`src/rtl/mul_pkg.sv`:
```
// Shared types and constants for the iterative shift-add multiplier.
package mul_pkg;

  localparam int unsigned WIDTH    = 64;
  localparam int unsigned ITER     = 64;
  localparam logic [4:0]  REG_ZERO = 5'd31;

  typedef enum logic [1:0] {
    StIdle,
    StRun,
    StDone
  } state_e;

endpackage

```
`src/rtl/shift_add_step.sv`:
```
// One combinational iteration of the shift-add multiply: conditional add, then shift both operands.
module shift_add_step #(
  parameter int unsigned WIDTH = 64
) (
  input  logic [WIDTH-1:0] acc_i,
  input  logic [WIDTH-1:0] mcand_i,
  input  logic [WIDTH-1:0] mplier_i,
  output logic [WIDTH-1:0] acc_o,
  output logic [WIDTH-1:0] mcand_o,
  output logic [WIDTH-1:0] mplier_o
);

  always_comb begin
    // Carry out of the add is dropped: result is the product mod 2^WIDTH.
    acc_o    = mplier_i[0] ? (acc_i + mcand_i) : acc_i;
    mcand_o  = mcand_i << 1;
    mplier_o = mplier_i >> 1;
  end

endmodule

```
`src/rtl/mul_unit.sv`:
```
// Multi-cycle multiplier feeding a register-file write port; fixed ITER-cycle latency.
module mul_unit
  import mul_pkg::*;
#(
  parameter int unsigned WIDTH = mul_pkg::WIDTH,
  parameter int unsigned ITER  = mul_pkg::ITER
) (
  input  logic             clk,
  input  logic             rst_n,
  input  logic             start,
  input  logic [WIDTH-1:0] op_a,
  input  logic [WIDTH-1:0] op_b,
  input  logic [4:0]       dest,
  output logic             busy,
  output logic             done,
  output logic [WIDTH-1:0] wr_data,
  output logic [4:0]       wr_reg,
  output logic             wr_en
);

  localparam int unsigned CntW = $clog2(ITER) + 1;

  state_e           state_q, state_d;
  logic [WIDTH-1:0] acc_q, acc_d;
  logic [WIDTH-1:0] mcand_q, mcand_d;
  logic [WIDTH-1:0] mplier_q, mplier_d;
  logic [4:0]       dest_q, dest_d;
  logic [CntW-1:0]  cnt_q, cnt_d;

  logic [WIDTH-1:0] acc_step, mcand_step, mplier_step;

  shift_add_step #(
    .WIDTH(WIDTH)
  ) u_step (
    .acc_i   (acc_q),
    .mcand_i (mcand_q),
    .mplier_i(mplier_q),
    .acc_o   (acc_step),
    .mcand_o (mcand_step),
    .mplier_o(mplier_step)
  );

  always_comb begin
    state_d  = state_q;
    acc_d    = acc_q;
    mcand_d  = mcand_q;
    mplier_d = mplier_q;
    dest_d   = dest_q;
    cnt_d    = cnt_q;

    unique case (state_q)
      StIdle: begin
        if (start) begin
          acc_d    = '0;
          mcand_d  = op_a;
          mplier_d = op_b;
          dest_d   = dest;
          cnt_d    = '0;
          state_d  = StRun;
        end
      end
      StRun: begin
        acc_d    = acc_step;
        mcand_d  = mcand_step;
        mplier_d = mplier_step;
        cnt_d    = cnt_q + CntW'(1);
        // No early exit: always run all ITER iterations for fixed latency.
        if (cnt_q == CntW'(ITER - 1)) begin
          state_d = StDone;
        end
      end
      StDone: begin
        state_d = StIdle;
      end
      default: begin
        state_d = StIdle;
      end
    endcase
  end

  always_ff @(posedge clk or negedge rst_n) begin
    if (!rst_n) begin
      state_q  <= StIdle;
      acc_q    <= '0;
      mcand_q  <= '0;
      mplier_q <= '0;
      dest_q   <= '0;
      cnt_q    <= '0;
    end else begin
      state_q  <= state_d;
      acc_q    <= acc_d;
      mcand_q  <= mcand_d;
      mplier_q <= mplier_d;
      dest_q   <= dest_d;
      cnt_q    <= cnt_d;
    end
  end

  always_comb begin
    busy    = (state_q != StIdle);
    done    = (state_q == StDone);
    wr_data = done ? acc_q : '0;
    wr_reg  = done ? dest_q : '0;
    // Register 31 is hardwired zero, so suppress the write but keep the done pulse.
    wr_en   = done && (dest_q != REG_ZERO);
  end

endmodule

```
`config.mk`:
```
export PLATFORM = sky130hd
export DESIGN_NAME = mul_unit
export DESIGN_NICKNAME = d
export VERILOG_FILES = /design/src/rtl/mul_pkg.sv /design/src/rtl/shift_add_step.sv /design/src/rtl/mul_unit.sv
export SDC_FILE = /design/constraint.sdc
export NUM_CORES = 1
export LEC_CHECK = 0
export BUFFER_PORTS_ARGS = -buffer_cell sky130_fd_sc_hd__buf_2
export CAP_MARGIN = 20
export CELL_PAD_IN_SITES_DETAIL_PLACEMENT = 2
export CELL_PAD_IN_SITES_GLOBAL_PLACEMENT = 2
export CORE_AREA = 2 2 206 208
export DETAILED_ROUTE_END_ITERATION = 12
export DIE_AREA = 0 0 208 210
export HOLD_SLACK_MARGIN = 0.08
export PLACE_DENSITY_LB_ADDON = 0.08
export REMOVE_ABC_BUFFERS = 1
export SETUP_SLACK_MARGIN = 0.5
export SYNTH_ARGS = -nofsm -noshare
export SYNTH_HDL_FRONTEND = slang
export SYNTH_SLANG_ARGS = --single-unit
```
`constraint.sdc`:
```
create_clock -name clk -period 3 [get_ports clk]
set_input_delay 0.45 -clock clk [delete_from_list [all_inputs] [get_ports clk]]
set_output_delay 0.45 -clock clk [all_outputs]
set_load 0.1 [all_outputs]
```
Yosys cells after proc, flatten, opt, wreduce, memory -nomap -nowiden. Cells that the tools add are included.

Add/subtract/negate cells: 2. Equal/unequal tests: 7. Mux-type cells: 14. Reductions and logical operators: 8.

Operators by type and width (count): one-hot mux 64 bit (2 select lines) (3); two-way mux 64 bit (5); adder 64 bit (1); one-hot mux 7 bit (2 select lines) (1); adder 7 x 1 -> 7 bit (second input constant) (1); == test 7 x 6 -> 1 bit (second input constant) (1); two-way mux 7 bit (1); != test 2 bit (second input constant) (3); AND reduction 2 bit (3); two-way mux 5 bit (1); != test 5 bit (second input constant) (1); two-way mux 2 bit (2); one-hot mux 2 bit (2 select lines) (1); nonzero test 2 bit (2); AND reduction 3 bit (1); == test 2 x 1 -> 1 bit (second input constant) (1); == test 2 bit (second input constant) (1); zero test 2 bit (1); logical AND 1 bit (1).

Flip-flop bits (word level): 206. Output and inout bits: 72.

Depth between registers and ports, before layout. Gate-level depths: netlist (run 1).

Depth after elaboration: 3. Mapped depth: 12.

Modules after synthesis. A second synthesis (run 1) with hierarchy kept.

Cells, all modules: 1918. Area, all modules: 15882.7 um2.

By module, submodules not included: mul_unit (times used 1, cells each 1124, area an instance 10266.1 um2, seq. area each 5154.9 um2); shift_add_step (times used 1, cells each 794, area an instance 5616.6 um2, seq. area each 0.0 um2).

Worst setup path after synthesis (run 1). Ideal clock, no wire load.

Path kind: reg2reg. From: register mcand_q[8]. To: register acc_q[60]. Setup time: 0.122 ns. Data arrival time: 2.974 ns. Required time: 2.878 ns. Setup slack: -0.095 ns. Cell stages (with the launch flop): 12. Path buffers: 1. Clock period less this slack: 3.095 ns. Cells stage by stage: dfrtp_1 > ha_1 > buf_2 > nand3_2 > or4_1 > a21o_1 > a31oi_2 > o2111ai_2 > a211o_1 > a211o_1 > a21o_1 > a32o_1.

Longest elaborated chain between the ends: 3.

RTL lines: from (decl) (RTL line mul_unit.sv:25) `logic [WIDTH-1:0] mcand_q, mcand_d;`; from (signal assigned) (RTL line mul_unit.sv:92) `mcand_q <= mcand_d;`; adder 64 bit (RTL line shift_add_step.sv:15) `acc_o = mplier_i[0] ? (acc_i + mcand_i) : acc_i;`; two-way mux 64 bit (RTL line shift_add_step.sv:15); one-hot mux 64 bit (2 select lines) (RTL line mul_unit.sv:51) `unique case (state_q)`; to (signal assigned) (RTL line mul_unit.sv:84) `acc_q <= '0;`; to (signal assigned) (RTL line mul_unit.sv:91) `acc_q <= acc_d;`; to (decl) (RTL line mul_unit.sv:24) `logic [WIDTH-1:0] acc_q, acc_d;`.

No other way between the ends. The select of a mux whose other input is x is not followed. A chain may end at the register's enable or synchronous reset.

Worst setup path in the final report (run 1).
From: register mcand_q[10]. To: register acc_q[60].

Same word-level chain as after synthesis.

==> results.json, run 1 <==
{
  "final_layout_size_suffix_gt1_share_pct": 35.3,
  "vias": 13100,
  "synth_ff_type": "dfrtp_1",
  "worstSkewPairLatency_ns": 0.58,
  "path_clk_slew_ns": 0.06,
  "drtAntennaViolNets": 0,
  "leakage_nw": 8.29,
  "synth-edff-count": 0,
  "synth-seq-cells": 206,
  "period_share_pct": 105,
  "finalHoldViolations": 0,
  "synth_seq_area_share_pct": 41.9,
  "die_w_um": 208,
  "io_pins": 208,
  "dp_cells": 2363,
  "route.detailed.drc": 0,
  "cts_sinks": 206,
  "grt_max_degree": 96,
  "r2r_setup_slack_ns": -0.15,
  "worstSetupPathType": "flop to flop",
  "total_power_mw": 27.6,
  "dp_hpwl_um": 35200,
  "reg2reg_to": "acc_q[60]",
  "grt_pass1_wl_um": 82000,
  "rr_startpoint": "mcand_q[10]",
  "placed_area_mm2": 0.0153,
  "portBuffers": 207,
  "grt_pass1_vias": 14500,
  "rsz0062_at_grt": "true",
  "dr.pass1.iters": 4,
  "power_density_mw_per_mm2": 1500,
  "ir_drop_mv": 0.529,
  "rr_worst_depth": 10,
  "num-nets-final": 2124,
  "synth_cell_types": 61,
  "whs_ns": 0.118,
  "min_from": "op_b[63]",
  "violations": "negative setup slack",
  "cp_max_fo": 3,
  "hold_path_end": "mplier_q[63]",
  "cts_buffers": 27,
  "netlist_instances": 1500,
  "drtIter0Drc": 405,
  "avgSynthCellArea_um2": 8.20,
  "whs_path_depth": 3,
  "async_flop_share_pct": 100,
  "routed_via_density": 5.29,
  "die_h_um": 210,
  "finClkSkew_ns": 0.0249,
  "postLayoutCoreUtil_pct": 44.5,
  "fin_crit_ns": 3.15,
  "antenna_found_initial": 7,
  "routed_wl_um": 54700,
  "initial_core_util_pct": 29.7,
  "cts.path.max_buffers": 3,
  "final_cells": 2484,
  "cts_root_buf": "clkbuf_16",
  "fp.coreArea_mm2": 0.0415,
  "cp.arrival_ns": 3.62,
  "outcome": "finished, violations left",
  "rows": 75,
  "cts_max_level": 1,
  "die-area_mm2": 0.0437,
  "critPathCaptureType": "flop",
  "overflow": 0,
  "cts_tree": "yes",
  "gr-usage-all-layers_pct": 23.3,
  "setup_viol": 13,
  "design_area_mm2": 0.0184,
  "tightest_slew_ns": 1.02,
  "max_freq_ghz": 0.317,
  "drv_cap": 0,
  "hp-class": "input port to flop",
  "area_growth_pct": 50.0,
  "required_ns": 3.46,
  "place_congestion": 0.828,
  "relSlewSlack_pct": 31.7,
  "yosysWarnings": 0,
  "maxSlewViolCount": 0,
  "setup_slack_ns": -0.154,
  "drt-wirelength-per-cell_um": 22.0,
  "synth_area_mm2": 0.0123,
  "cp-start-kind": "flop"
}
[worst max path at each step]
stage	slack (ns)	to	from
4_1_cts	-0.04	acc_q[60]	mcand_q[10]
6_report	-0.15	acc_q[60]	mcand_q[10]
5_1_grt	-0.29	acc_q[42]	mcand_q[10]
3_3_place_gp	-0.31	acc_q[57]	acc_q[4]
3_5_place_dp	-0.42	acc_q[57]	acc_q[4]
2_1_floorplan	-3.09	mcand_q[10]	state_q[1]
[critical path, stage by stage, from the launching register on]
cell and delay, ns:
dfrtp_1 0.42, ha_4 0.31, nand4_1 0.19, or4_4 0.45, a21o_1 0.23, a31oi_4 0.27
o2111ai_4 0.16, a211o_1 0.33, a211o_1 0.29, a21o_1 0.17, a32o_1 0.24
[state kept, by name, indices dropped and copies added, names as in the netlist]
name	count
cnt_q	7
acc_q	64
mcand_q	64
mplier_q	64
dest_q	5
state_q	2
[through the flow]
step           setup TNS, ns  worst slack [ns]
3_5_place_dp           -4.14            -0.417
5_1_grt                -2.93            -0.291
4_1_cts               -0.156           -0.0443
6_report              -0.879            -0.154
3_3_place_gp           -2.35            -0.309
2_1_floorplan        -511.88             -3.09
[kinds of logic after synthesis]
logic type                 share of synthesized area, %
AOI/OAI and AO/OA                                  21.4
xor gates and xnor gates                           3.70
adders and majority gates                          6.67
buffers and inverters                              3.79
DFF                                                41.9
muxes                                             0.244
and+or+nand+nor                                    22.3
[layout make-up]
type | instances | area (µm²)
clock inverter | 9 | 66.3
timing repair buffer | 486 | 3620
inverter | 30 | 115
tap | 539 | 674
fill | 4556 | 23000
multi-input combinational | 1172 | 8030
sequential | 206 | 5150
clock buffer | 40 | 785
antenna | 2 | 5.00
[layout by cell type, fill, tap and decap left out, types with 24 or more instances in the layout]
cell,netlist,routed
o21ai_0,108,52
nand2_1,148,134
clkbuf_16,0,27
a21oi_1,79,52
nor2_1,306,294
ha_1,64,37
o21ai_1,2,41
a21o_1,24,24
o22ai_1,126,125
dfrtp_1,206,206
buf_4,0,281
inv_1,30,28
ha_4,0,24
buf_6,0,55
buf_2,3,136
nand4_1,26,26
and2_1,71,70
[timing repair]
item                                    in CTS  in global routing
gates resized for setup                    270                133
hold buffers                                 6                  0
endpoints found under the setup margin     134                113
pin swaps                                   82                 69
setup buffers                               38                 25
hold endpoints to repair                    75                  0
gates cloned                                 1                  0
[power breakdown]
group / total, mW / switching [mW] / internal [mW] / leakage, nW
clock network: 3.15 / 1.34 / 1.81 / 0.422
registers: 5.30 / 1.15 / 4.15 / 2.43
logic: 19.1 / 10.1 / 9.02 / 5.44
total: 27.6 / 12.6 / 15.0 / 8.29
[routing by layer]
layer  track usage (%)  vias to the layer above  routed length (µm)
met1              29.7                     6676               23900
met3              4.11                       86                2300
met5             0.111                        -                  73
met2              40.6                      232               27000
met4              6.11                       10                1430
li1                  -                     6131                   -
[synthesized netlist by cell type, types with 4 or more instances]
cell      instances  share of area, %
a211oi_1          6              0.37
a21o_1           24               1.5
a21oi_1          79               3.2
a31oi_1           8              0.41
a32o_1            4              0.33
and2_1           71               3.6
and3_1            6              0.31
buf_1             8              0.24
clkbuf_1         81               2.5
dfrtp_1         206                42
ha_1             64               6.5
inv_1            30              0.92
nand2_1         148               4.5
nand2b_1          5              0.25
nand3_1          17              0.69
nand4_1          26               1.3
nor2_1          306               9.3
nor2b_1           5              0.25
nor3_1           17              0.69
o211ai_1          6              0.37
o21a_1            7              0.43
o21ai_0         108               4.4
o21bai_1         19               1.2
o22ai_1         126               6.4
o31ai_1          10              0.61
or3_1             8              0.41
xnor2_1          31               2.2
xor2_1           21               1.5
Power figures use the tool's default switching activity.
==> inputs of run 2 (changes only) <==
PLACE_DENSITY = 0.71   (was not set)
PLACE_DENSITY_LB_ADDON = not set   (was 0.08)
==> results.json, run 2 (synthesis gave the netlist of run 1 again) <==
{
  "vias": 13100,
  "critPathCaptureType": "flop",
  "dr.pass1.iters": 5,
  "layout_common_cells": "nor2_1, buf_4, dfrtp_1",
  "rows": 75,
  "pwr-share-seq_pct": 20.0,
  "path_clk_slew_ns": 0.06,
  "final_layout_size_suffix_gt1_share_pct": 33.4,
  "cts_sinks": 206,
  "rr_startpoint": "acc_q[5]",
  "drtIter0Drc": 544,
  "multi_input_area_mm2": 0.00775,
  "routed_via_density": 5.32,
  "power_switching_mw": 12.3,
  "clockPowerShare_pct": 12.4,
  "io_pins": 208,
  "gr-usage-all-layers_pct": 23.0,
  "combPwrFrac_pct": 67.7,
  "rr_worst_depth": 10,
  "violations": "negative setup slack",
  "die_w_um": 208,
  "total_power_mw": 26.7,
  "fin_crit_ns": 3.23,
  "leakage_nw": 8.14,
  "finalHoldViolations": 0,
  "hp-class": "input port to flop",
  "num-nets-final": 2098,
  "grt_pass1_vias": 14700,
  "setup_slack_ns": -0.230,
  "relSlewSlack_pct": 53.8,
  "hold_path_end": "mcand_q[63]",
  "min_from": "op_a[63]",
  "tightest_slew_ns": 0.693,
  "route.detailed.drc": 0,
  "cp-start-kind": "flop",
  "setup_tns_ns": -1.43,
  "antenna_found_initial": 9,
  "cts_tree": "yes",
  "nFillCells": 4574,
  "routed_wl_um": 55200,
  "worstSetupPathType": "flop to flop",
  "grt_pass1_wl_um": 81700,
  "r2r_setup_slack_ns": -0.23,
  "portBuffers": 207,
  "drt-wirelength-per-cell_um": 22.4,
  "period_share_pct": 108,
  "largestRegisters": "acc_q x64, mcand_q x64, mplier_q x64",
  "cts_buffers": 27,
  "final_common_cell": "nor2_1",
  "seq_area_mm2": 0.00515,
  "cp.arrival_ns": 3.69,
  "die_h_um": 210,
  "p_int_mw": 14.3,
  "die-area_mm2": 0.0437,
  "worstSkewPairLatency_ns": 0.57,
  "outcome": "finished, violations left",
  "switching_share_pct": 46.2,
  "dp_hpwl_um": 34900,
  "overflow": 0,
  "ir_drop_mv": 0.580,
  "rsz0062_at_grt": "true",
  "area_growth_pct": 46.1,
  "maxSlewViolCount": 0,
  "drv_cap": 0,
  "cp_max_fo": 3,
  "grt_max_degree": 134,
  "initial_core_util_pct": 29.7,
  "cts_root_buf": "clkbuf_16",
  "finClkSkew_ns": 0.0122,
  "max_freq_ghz": 0.310,
  "whs_path_depth": 3,
  "cts_max_level": 1,
  "power_density_mw_per_mm2": 1490,
  "drtAntennaViolNets": 0,
  "fp.coreArea_mm2": 0.0415,
  "required_ns": 3.46,
  "cts.path.max_buffers": 3,
  "reg2reg_to": "acc_q[60]",
  "setup_viol": 17,
  "place_congestion": 0.874
}
-- run 2: how the worst max path moves through the flow --
stage,startpoint,endpoint,depth (start not counted)
final,acc_q[5],acc_q[60],10
after global routing,acc_q[9],acc_q[60],13
after CTS,mcand_q[14],acc_q[60],11
after detailed placement,mcand_q[14],acc_q[61],11
after global placement,acc_q[9],acc_q[60],10
after floorplan,state_q[1],mcand_q[10],4
-- run 2: metrics by stage --
step	util, %	cells	hold slack, ns	cell area, µm²	setup slack [ns]
3_5_place_dp	36.6	2332	0.490	15200	-0.434
5_1_grt	43.3	2456	0.115	18000	-0.348
4_1_cts	41.4	2417	0.106	17200	-0.0657
6_report	43.3	2459	0.115	18000	-0.230
3_3_place_gp	36.6	2332	0.464	15200	-0.281
2_1_floorplan	-	1407	0.154	11900	-3.09
-- run 2: power by group through the flow --
stage / Clock (mW) / Sequential, mW / Combinational, mW
6_report: 3.30 / 5.33 / 18.1
5_1_grt: 3.48 / 5.50 / 19.6
2_1_floorplan: 0 / 4.87 / 8.00
3_3_place_gp: 0 / 5.11 / 12.7
3_5_place_dp: 0 / 5.21 / 13.3
4_1_cts: 3.36 / 5.27 / 15.2
-- run 2: cell type report --
type,instances,area share (%)
multi-input cells,1171,43.1
clock inverters,11,0.606
flip-flops and latches,206,28.7
clock buffers,36,4.28
diodes,5,0.0696
well taps,539,3.75
repair buffers,461,18.9
inverters,30,0.640
-- run 2: routing by layer --
metal | track usage (%) | share of wire (%)
met2 | 40.2 | 50
met3 | 4.31 | 3.8
met4 | 7.29 | 3.7
met5 | 0 | 0.11
met1 | 28.7 | 42
-- run 2: critical path, stage by stage, from the launching register on --
cell and delay, ns:
dfrtp_1 0.44, ha_4 0.33, o21ai_2 0.11, or4_1 0.56
a21o_1 0.24, a31oi_4 0.24, o2111ai_4 0.15, a211o_1 0.35
a211o_1 0.30, a21o_1 0.16, a32o_1 0.23
-- run 2: what timing repair did --
action | 4_1_cts | 5_1_grt
pin swaps | 54 | 67
hold buffers | 7 | 0
endpoints found under the hold margin | 69 | 0
setup buffers | 31 | 37
gates resized for setup | 209 | 124
setup endpoints to repair | 115 | 51
